<file path="config.mk">
export PLATFORM = sky130hd
export DESIGN_NAME = os_drain_ctrl
export DESIGN_NICKNAME = d
export VERILOG_FILES = /design/src/rtl/core_pkg.sv /design/src/rtl/os_relu_lane.sv /design/src/rtl/os_drain_ctrl.sv
export SDC_FILE = /design/constraint.sdc
export NUM_CORES = 1
export LEC_CHECK = 0
export ABC_AREA = 0
export CORE_MARGIN = 1.5
export CORE_UTILIZATION = 43
export CTS_CLUSTER_SIZE = 24
export DETAILED_ROUTE_END_ITERATION = 8
export PLACE_DENSITY = 0.83
export SYNTH_ARGS = -nofsm -noshare
export SYNTH_HDL_FRONTEND = slang
export SYNTH_SLANG_ARGS = --single-unit
</file>
<file path="constraint.sdc">
create_clock -name clk -period 3.5 [get_ports clk]
set_input_delay 0.7 -clock clk [delete_from_list [all_inputs] [get_ports clk]]
set_output_delay 0.7 -clock clk [all_outputs]
set_load 0.01 [all_outputs]
</file>
<file path="src/rtl/core_pkg.sv">
// Shared constants, drain FSM state type and count-clamp helper for the output-stationary core.
package core_pkg;

  localparam int unsigned COL     = 8;
  localparam int unsigned PSUM_BW = 16;
  localparam int unsigned PMEM_AW = 9;

  typedef enum logic [1:0] {
    StIdle,
    StWait,
    StWrite,
    StDone
  } drain_state_e;

  // A request of 0 or anything above 8 drains the full 8 vectors.
  function automatic logic [3:0] clamp_count(input logic [3:0] n);
    return ((n == 4'd0) || (n > 4'd8)) ? 4'd8 : n;
  endfunction

endpackage

</file>
<file path="src/rtl/os_relu_lane.sv">
// Single-lane ReLU: negative two's-complement values become zero, others pass.
module os_relu_lane #(
  parameter int unsigned Width = 16
) (
  input  logic [Width-1:0] i_lane,
  output logic [Width-1:0] o_lane
);

  assign o_lane = i_lane[Width-1] ? '0 : i_lane;

endmodule

</file>
<file path="src/rtl/os_drain_ctrl.sv">
// Drains OFIFO psum vectors into pmem, one write every other cycle at base+index.
// Optional per-lane ReLU on captured data when OS_DRAIN_RELU_EN is defined.
module os_drain_ctrl
  import core_pkg::*;
#(
  parameter int unsigned col     = COL,
  parameter int unsigned psum_bw = PSUM_BW,
  parameter int unsigned pmem_aw = PMEM_AW
) (
  input  logic                   clk,
  input  logic                   reset,
  input  logic                   start,
  input  logic [3:0]             num_vec,
  input  logic [pmem_aw-1:0]     base_addr,
  input  logic                   ofifo_valid,
  input  logic [col*psum_bw-1:0] ofifo_out,
  output logic                   ofifo_rd,
  output logic                   CEN_pmem,
  output logic                   WEN_pmem,
  output logic [pmem_aw-1:0]     A_pmem,
  output logic [col*psum_bw-1:0] D_pmem,
  output logic                   busy,
  output logic                   done
);

  localparam int unsigned VecW = col * psum_bw;

  drain_state_e       r_state, w_state_next;
  logic [3:0]         r_count, r_index, w_index_inc;
  logic [pmem_aw-1:0] r_base, r_addr;
  logic [VecW-1:0]    r_data, w_proc;

  assign w_index_inc = r_index + 4'd1;

`ifdef OS_DRAIN_RELU_EN
  for (genvar g = 0; g < col; g++) begin : g_relu
    os_relu_lane #(
      .Width(psum_bw)
    ) u_relu (
      .i_lane(ofifo_out[g*psum_bw +: psum_bw]),
      .o_lane(w_proc[g*psum_bw +: psum_bw])
    );
  end
`else
  assign w_proc = ofifo_out;
`endif

  always_ff @(posedge clk or negedge reset) begin
    if (!reset) begin
      r_state <= StIdle;
    end else begin
      r_state <= w_state_next;
    end
  end

  always_comb begin
    w_state_next = r_state;
    unique case (r_state)
      StIdle:  if (start) w_state_next = StWait;
      StWait:  if (ofifo_valid) w_state_next = StWrite;
      StWrite: w_state_next = (w_index_inc == r_count) ? StDone : StWait;
      StDone:  w_state_next = StIdle;
      default: w_state_next = StIdle;
    endcase
  end

  always_comb begin
    ofifo_rd = 1'b0;
    CEN_pmem = 1'b1;
    WEN_pmem = 1'b1;
    busy     = 1'b1;
    done     = 1'b0;
    unique case (r_state)
      StIdle:  busy = 1'b0;
      StWait:  ofifo_rd = ofifo_valid;
      StWrite: begin
        CEN_pmem = 1'b0;
        WEN_pmem = 1'b0;
      end
      StDone:  done = 1'b1;
      default: busy = 1'b0;
    endcase
  end

  // Address and data are registered at the pop so they hold after the write.
  always_ff @(posedge clk or negedge reset) begin
    if (!reset) begin
      r_count <= 4'd0;
      r_index <= 4'd0;
      r_base  <= '0;
      r_addr  <= '0;
      r_data  <= '0;
    end else begin
      unique case (r_state)
        StIdle: begin
          if (start) begin
            r_count <= clamp_count(num_vec);
            r_base  <= base_addr;
            r_index <= 4'd0;
          end
        end
        StWait: begin
          if (ofifo_valid) begin
            r_data <= w_proc;
            r_addr <= r_base + pmem_aw'(r_index);
          end
        end
        StWrite: r_index <= w_index_inc;
        default: ;
      endcase
    end
  end

  assign A_pmem = r_addr;
  assign D_pmem = r_data;

endmodule
</file>
### Yosys cells after proc, flatten, opt, wreduce, memory -nomap -nowiden

Cells that the tools add are included.

| operators by class | value |
|---|---|
| equal/unequal tests | 6 |
| reduce and logical (&&, ||, !) cells | 8 |
| magnitude comparators | 1 |
| add/subtract/negate cells | 2 |
| multiplexer cells | 11 |

Operator list:

| kind | count |
|---|---|
| $add 9x4->9 | 1 |
| $mux 4 | 2 |
| $pmux 2 s4 | 1 |
| $pmux 4 s2 | 1 |
| $reduce_and 2->1 | 4 |
| $mux 2 | 3 |
| $add 4x1->4 const B | 1 |
| $eq 2x2->1 const B | 2 |
| $eq 4x4->1 | 1 |
| $gt 4x4->1 const B | 1 |
| $logic_not 4->1 | 1 |
| $mux 1 | 4 |
| $ne 2x2->1 const B | 2 |
| $eq 2x1->1 const B | 1 |
| $logic_not 2->1 | 1 |
| $reduce_bool 2->1 | 1 |
| $logic_or 1x1->1 | 1 |

| word-level totals | value |
|---|---|
| output and inout port bits | 142 |
| input bits | 145 |
| bits in registers | 156 |
| word-level logic and storage cells | 34 |

### Depth between registers and ports, before layout

Gate-level depths: netlist of run 1.

| logic depth | value |
|---|---|
| depth in word-level cells | 4 |
| gate-level depth with buffers | 8 |
| depth with buffers taken out | 8 |

### Worst setup path after synthesis of run 1

No wires, ideal clock.

| timing | value |
|---|---|
| path kind | register to register |
| start point | register r_index[0] |
| end point | register r_addr[4] (netlist: A_pmem[4]) |
| setup time | 0.069 ns |
| stages on the path, launching flop included | 9 |
| period minus slack after synthesis | 1.778 ns |
| arrival | 1.710 ns |
| path slack | 1.722 ns |
| data required time | 3.431 ns |
| buffers on the path | 0 |
| cells stage by stage | dfrtp_1 -> ha_1 -> inv_1 -> fa_1 -> nor2b_1 -> o21a_1 -> nor2_1 -> or3_1 -> nand3_1 |

| between the ends | value |
|---|---|
| longest elaborated chain between the ends | 1 |

RTL lines:

| item | line | RTL |
|---|---|---|
| from (decl) | os_drain_ctrl.sv:29 | `logic [3:0] r_count, r_index, w_index_inc;` |
| from (signal assigned) | os_drain_ctrl.sv:108 | `StWrite: r_index <= w_index_inc;` |
| $add 9x4->9 | os_drain_ctrl.sv:105 | `r_addr <= r_base + pmem_aw'(r_index);` |
| to (signal assigned) | os_drain_ctrl.sv:105 |  |
| to (decl) | os_drain_ctrl.sv:30 | `logic [pmem_aw-1:0] r_base, r_addr;` |

No other way between the ends.
A chain may end at the register's enable or synchronous reset.

### Final worst setup path of run 1

| timing | value |
|---|---|
| start point | input port ofifo_valid |
| end point | output port ofifo_rd |

| between the ends | value |
|---|---|
| longest elaborated chain between the ends | 1 |

RTL lines:

| item | line | RTL |
|---|---|---|
| from (decl) | os_drain_ctrl.sv:15 | `input logic ofifo_valid,` |
| $mux 1 | os_drain_ctrl.sv:73 | `unique case (r_state)` |
| to (decl) | os_drain_ctrl.sv:17 | `output logic ofifo_rd,` |

No other way between the ends.

==> results of run 1 <==
-- cells in the mapped netlist (all sizes together) --
master	n	area (sq um)
o21bai	1	7.510
nand3	4	25.02
a21oi	2	10.01
o2111ai	2	17.52
nand2b	3	18.77
o211a	1	10.01
xnor2	5	43.79
fa	1	20.02
o21ai	18	90.08
nor2	6	22.52
mux2i	1	10.01
nor2b	1	6.260
xor2	5	43.79
mux2	9	101.4
o21a	1	7.510
a21o	1	7.510
clkbuf	11	41.29
ha	5	62.56
dfrtp	156	3904
o31ai	1	7.510
or3	1	6.260
nor3	2	10.01
inv	7	26.28
nand2	404	1519
and2	1	6.260
buf	21	105.1
and4	1	8.760
a22o	1	8.760
a211oi	2	15.01
-- state kept, by name, summed over array words and instances (netlist names) --
name and flops:
A_pmem 9, D_pmem 128, r_count 4, r_state 2, r_base 9, r_index 4
-- power breakdown --
group	internal, mW	leakage, nW	switching, mW
Combinational	1.97	2.50	1.76
Clock	1.48	0.345	0.715
Sequential	2.66	1.94	0.518
-- final cells by class --
class	instances	area, sq um
well taps	180	225.2
fillers	1044	4036
repair buffers	290	2932
inverters	7	28.78
clock buffers	21	480.5
multi-input cells	479	2093
flip-flops and latches	156	3904
clock inverters	11	235.2
-- worst min path at each step --
stage                                  startpoint                      end  slack, ps
after global routing                        reset  D_pmem[120]$_DFFE_PN0P_        330
after global placement     D_pmem[60]$_DFFE_PN0P_   D_pmem[60]$_DFFE_PN0P_        460
after floorplan                             reset    A_pmem[0]$_DFFE_PN0P_        400
after detailed placement  D_pmem[121]$_DFFE_PN0P_  D_pmem[121]$_DFFE_PN0P_        460
after CTS                                   reset  D_pmem[120]$_DFFE_PN0P_        310
final                                       reset  D_pmem[120]$_DFFE_PN0P_        300
-- layer usage --
layer / vias up / track usage, %
li1: 2631 / -
met1: 2544 / 28.52
met2: 194 / 39.17
met3: 20 / 8.364
met4: 0 / 6.395
met5: - / 0
-- worst max-delay path: stages --
cell,delay (ps)
clkdlybuf4s50_1,520
nand3_4,110
inv_4,80
clkdlybuf4s50_1,530
-- through the flow --
stage,util [%],cell area [sq um],setup WS [ps],std cells
floorplan,-,6162,1722,674
global placement,65.90,9183,856.6,1112
detailed placement,65.90,9183,851.8,1112
CTS,71.03,9898,846.9,1144
global route,71.03,9898,796.8,1144
finish,71.03,9898,850.4,1144
-- cell families (layout without fill, tap and decap cells) --
group | count (synthesis) | count (layout) | share of synthesized area (%)
DFF | 156 | 156 | 63.35
AOI/OAI and AO/OA | 30 | 30 | 2.944
and+or+nand+nor | 423 | 423 | 26.34
xor gates and xnor gates | 10 | 10 | 1.421
muxes | 10 | 10 | 1.807
buffers and inverters | 39 | 329 | 2.802
adders and majority gates | 6 | 6 | 1.340
==> out/metrics.yaml, run 1 <==
power:
  power_mw: 9.100
  p_per_area_mw_per_mm2: 919.4
  power_leakage_nw: 4.788
  ir_worst_vdd_v: 0.0004663
floorplan:
  pin_count: 287
  rows: 43
  dieArea_sq_mm: 0.01506
  initial_core_util_pct: 44.22
  die_h_um: 122.7
  core_sq_mm: 0.01393
  die_x_um: 122.7
timing:
  setup_tns_ps: 0
  max_freq_ghz: 0.3774
  setup_viol: 0
  worst_pin_slew_ps: 718.2
  clock_skew_ps: 5.404
  min_period_over_period_pct: 75.70
  finalCriticalPeriod_ps: 2650
  maxSlewHeadroom_pct: 52.12
  whs_ps: 295.9
  slew_viol_final: 0
  rsz0062_at_grt: "false"
  hold_violations: 0
logic_synthesis:
  yosys_warnings: 0
  avgSynthCellArea_sq_um: 9.143
  syn_inst: 674
  syn_nets: 825
  synth.distinct_cells: 36
  syn_area_sq_mm: 0.006162
  ys_seq_area_share_pct: 63.35
  yosys_register_bits: 156
flow_run:
  cap_violations: 0
detailed_routing:
  wire_per_inst_um: 15.03
  detail-route-antenna-nets: 0
  dr_wl_met3_um: 1329
  wl_um: 17200
  drt_iter0_drc: 315
  wl_met1_um: 6801
  drc_errors: 0
  vias: 5389
  vias_per_cell: 4.711
  highest_layer: "met4"
  first_pass_iters: 4
  dr_wl_met2_um: 8809
critical_path:
  r2r_cells: 8
  endpoint: "ofifo_rd"
  required_ps: 2800
  regToRegSetupSlack_ps: 1500
  endpoint_kind: "output port"
  start_kind: "input port"
  r2r-start: "r_index[0]$_DFFE_PN0P_"
  crit_type: "input port to output port"
  regToRegEndpoint: "A_pmem[6]$_DFFE_PN0P_"
  crit_start: "ofifo_valid"
  cp.arrival_ps: 1950
  crit_path_max_fanout: 2
cts:
  clkSlewWorstSetupHoldPaths_ps: 60
  cts_tree: "done"
  post_cts_buffers: 0
  ctsResizeCount: 0
  clkLatencyLatePin_ps: 410
  htree_levels: 4
  hold_buffers: 0
  numCtsBuffers: 17
  cts_root_buf: "clkbuf_16"
  cts.sinks: 156
  clock_path_buffers: 2
global_route:
  grt_remaining_overflow: 0
  grt_max_degree: 147
  track_usage_pct: 23.37
  antenna_found_initial: 0
  grt_pass1_wl_um: 27030
  grt_pass1_vias: 5266
cells_and_area:
  area_growth_pct: 60.63
  fin_nets: 1102
  layout_commonest_cell: "nand2_1"
  layout-drive-gt1-share_pct: 4.979
  final_cell_mix: "nand2_1 (403), clkdlybuf4s50_1 (285), dfrtp_1 (156), clkbuf_16 (17), o21ai_0 (11)"
  antennaDiodeCount: 0
status:
  outcome: "finished, final reports clean"
place:
  gp_congestion: 0.7738
  port_buffers: 286
  dp_hpwl_um: 11740
hold_path:
  hp-class: "input port to async pin"
Note: power is estimated with default switching activity, not from simulation.
==> run 2, diff against run 1 <==
--- a/config.mk
+++ b/config.mk
@@ -7,10 +7,10 @@
 export LEC_CHECK = 0
 export ABC_AREA = 0
 export CORE_MARGIN = 1.5
-export CORE_UTILIZATION = 43
+export CORE_UTILIZATION = 41
 export CTS_CLUSTER_SIZE = 24
 export DETAILED_ROUTE_END_ITERATION = 8
-export PLACE_DENSITY = 0.83
+export PLACE_DENSITY = 0.8
 export SYNTH_ARGS = -nofsm -noshare
 export SYNTH_HDL_FRONTEND = slang
 export SYNTH_SLANG_ARGS = --single-unit
==> constraint.sdc (replaced) <==
create_clock -name clk -period 2.5 [get_ports clk]
set_input_delay 0.5 -clock clk [delete_from_list [all_inputs] [get_ports clk]]
set_output_delay 0.5 -clock clk [all_outputs]
set_load 0.01 [all_outputs]
==> out/metrics.yaml, run 2 (synthesis gave the netlist of run 1 again) <==
critical_path:
  max_stage_delay_ps: 530  # about the same
  start_kind: "input port"  # unchanged
  endpoint_kind: "output port"  # unchanged
  crit_type: "input port to output port"  # unchanged
  crit_start: "ofifo_valid"  # unchanged
  critPathSlowestCell: "clkdlybuf4s50_1"  # unchanged
  regToRegEndpoint: "A_pmem[4]$_DFFE_PN0P_"  # was A_pmem[6]$_DFFE_PN0P_
  path_depth: 4  # unchanged
  cp_top_family: "buffers and inverters"  # unchanged
  crit_top_cell: "clkdlybuf4s50_1"  # unchanged
  path_buf_inv: 3  # unchanged
  r2r_cells: 8  # unchanged
  required_ps: 2000  # was 2800 ps
  endpoint: "ofifo_rd"  # unchanged
  crit_path_max_fanout: 2  # unchanged
  cp.arrival_ps: 1750  # was 1950 ps
  regToRegSetupSlack_ps: 540  # was 1500 ps
  r2r-start: "r_index[0]$_DFFE_PN0P_"  # unchanged
  crit_path_cell_trace: "clkdlybuf4s50_1, nand3_4, inv_4, clkdlybuf4s50_1"  # unchanged
global_route:
  grt_max_degree: 147  # unchanged
  grt_pass1_wl_um: 27270  # was 27030 um
  antenna_found_initial: 0  # unchanged
  track_usage_pct: 21.78  # was 23.37%
  grt_pass1_vias: 5416  # was 5266
  grt_remaining_overflow: 0  # unchanged
timing:
  slew_viol_final: 0  # unchanged
  maxSlewHeadroom_pct: 57.24  # was 52.12%
  setup_tns_ps: 0  # unchanged
  setup_viol: 0  # unchanged
  min_period_over_period_pct: 90.15
  hold_violations: 0  # unchanged
  rsz0062_at_grt: "false"  # unchanged
  worst_pin_slew_ps: 641.3  # was 718.2 ps
  max_freq_ghz: 0.4437
  finalCriticalPeriod_ps: 2254
  clock_skew_ps: 5.299  # was 5.404 ps
cells_and_area:
  layout_commonest_cell: "nand2_1"  # unchanged
  layout-drive-gt1-share_pct: 4.366  # was 4.979%
  antennaDiodeCount: 0  # unchanged
  largest_reg_flops: 128  # unchanged
  fin_nets: 1102  # unchanged
  final_cell_mix: "nand2_1 (403), clkdlybuf4s50_1 (285), dfrtp_1 (156), clkbuf_16 (17), o21ai_0 (11)"  # unchanged
  layout.cells.non_filler: 1146  # was 1144
  area_growth_pct: 59.15  # was 60.63%
  fin_util_pct: 67.22  # was 71.03%
cts:
  hold_buffers: 0  # unchanged
  post_cts_buffers: 0  # unchanged
  ctsResizeCount: 0  # unchanged
  cts_root_buf: "clkbuf_16"  # unchanged
  clkLatencyLatePin_ps: 410  # about the same
  clkSlewWorstSetupHoldPaths_ps: 60  # about the same
  clock_path_buffers: 2  # unchanged
  cts_tree: "done"  # unchanged
  cts.sinks: 156  # unchanged
  htree_levels: 4  # unchanged
  numCtsBuffers: 17  # unchanged
floorplan:
  core_sq_mm: 0.01459  # was 0.01393 sq mm
  die_x_um: 125.6  # was 122.7 um
  die_h_um: 125.6  # was 122.7 um
  dieArea_sq_mm: 0.01577  # was 0.01506 sq mm
  rows: 44  # was 43
  initial_core_util_pct: 42.24  # was 44.22%
  pin_count: 287  # unchanged
flow_run:
  cap_violations: 0  # unchanged
detailed_routing:
  wire_per_inst_um: 14.31  # was 15.03 um
  vias_per_cell: 4.625  # was 4.711
  wl_um: 16400  # was 17200 um
  detail-route-antenna-nets: 0  # unchanged
  drc_errors: 0  # unchanged
  vias: 5300  # was 5389
  first_pass_iters: 5  # was 4
  drt_iter0_drc: 228  # was 315
place:
  gp_congestion: 0.7474  # was 0.7738
  dp_cells: 1116  # was 1112
  dp_hpwl_um: 11450  # was 11740 um
  port_buffers: 286  # unchanged
status:
  outcome: "finished, final reports clean"  # unchanged
power:
  ir_worst_vdd_v: 0.0006183  # was 0.0004663 V
  power_leakage_nw: 4.744  # was 4.788 nW
  p_per_area_mw_per_mm2: 1249  # was 919.4 mW/mm^2
hold_path:
  hp-class: "input port to async pin"  # unchanged
run 2: worst register-to-register path, stage by stage, from the launching register on:
cell	delay, ps
dfrtp_1	450
ha_1	230
inv_1	60
fa_1	390
nor2b_1	130
o21a_1	160
nor2_1	60
or3_1	310
nand3_1	90
run 2: routing by layer:
metal | GRT usage [%] | share of wire (%) | up-vias
met5 | 0 | 0 | -
met4 | 10.76 | 3.8 | 0
met3 | 6.761 | 7.4 | 38
li1 | - | - | 2638
met2 | 34.24 | 47 | 190
met1 | 27.31 | 42 | 2434
run 2: worst min path at each step:
| stage | from | to | slack, ps | depth (start not counted) |
|---|---|---|---|---|
| 2_1_floorplan | reset | A_pmem[0]$_DFFE_PN0P_ | 200 | 0 |
| 3_3_place_gp | D_pmem[56]$_DFFE_PN0P_ | D_pmem[56]$_DFFE_PN0P_ | 460 | 2 |
| 3_5_place_dp | D_pmem[18]$_DFFE_PN0P_ | D_pmem[18]$_DFFE_PN0P_ | 460 | 2 |
| 4_1_cts | reset | D_pmem[0]$_DFFE_PN0P_ | 30 | 1 |
| 5_1_grt | reset | D_pmem[0]$_DFFE_PN0P_ | 50 | 1 |
| 6_report | reset | D_pmem[0]$_DFFE_PN0P_ | 30 | 1 |
run 2: through the flow:
stage / total power, mW / hold slack [ps] / cell area, sq um / setup slack [ps]
after floorplan: 6.700 / 204.4 / 6162 / 721.6
after global placement: 9.554 / 455.6 / 9200 / 258.9
after detailed placement: 9.694 / 460.9 / 9200 / 230.0
after CTS: 12.42 / 33.86 / 9807 / 239.9
after global routing: 13.12 / 48.20 / 9807 / 189.3
final: 12.25 / 28.41 / 9807 / 246.1
run 2: area by class of cell:
| type | count | area [sq um] |
|---|---|---|
| Clock buffer | 23 | 467.9 |
| Clock inverter | 7 | 138.9 |
| Fill cell | 1150 | 4782 |
| Inverter | 7 | 28.78 |
| Multi-Input combinational cell | 479 | 2093 |
| Sequential cell | 156 | 3904 |
| Tap cell | 184 | 230.2 |
| Timing Repair Buffer | 290 | 2944 |
run 2: report_power, final:
group | switching (mW) | leakage (nW) | internal (mW)
clock network | 0.957 | 0.297 | 1.71
logic | 2.42 | 2.51 | 2.76
registers | 0.685 | 1.94 | 3.72
total | 4.06 | 4.74 | 8.19
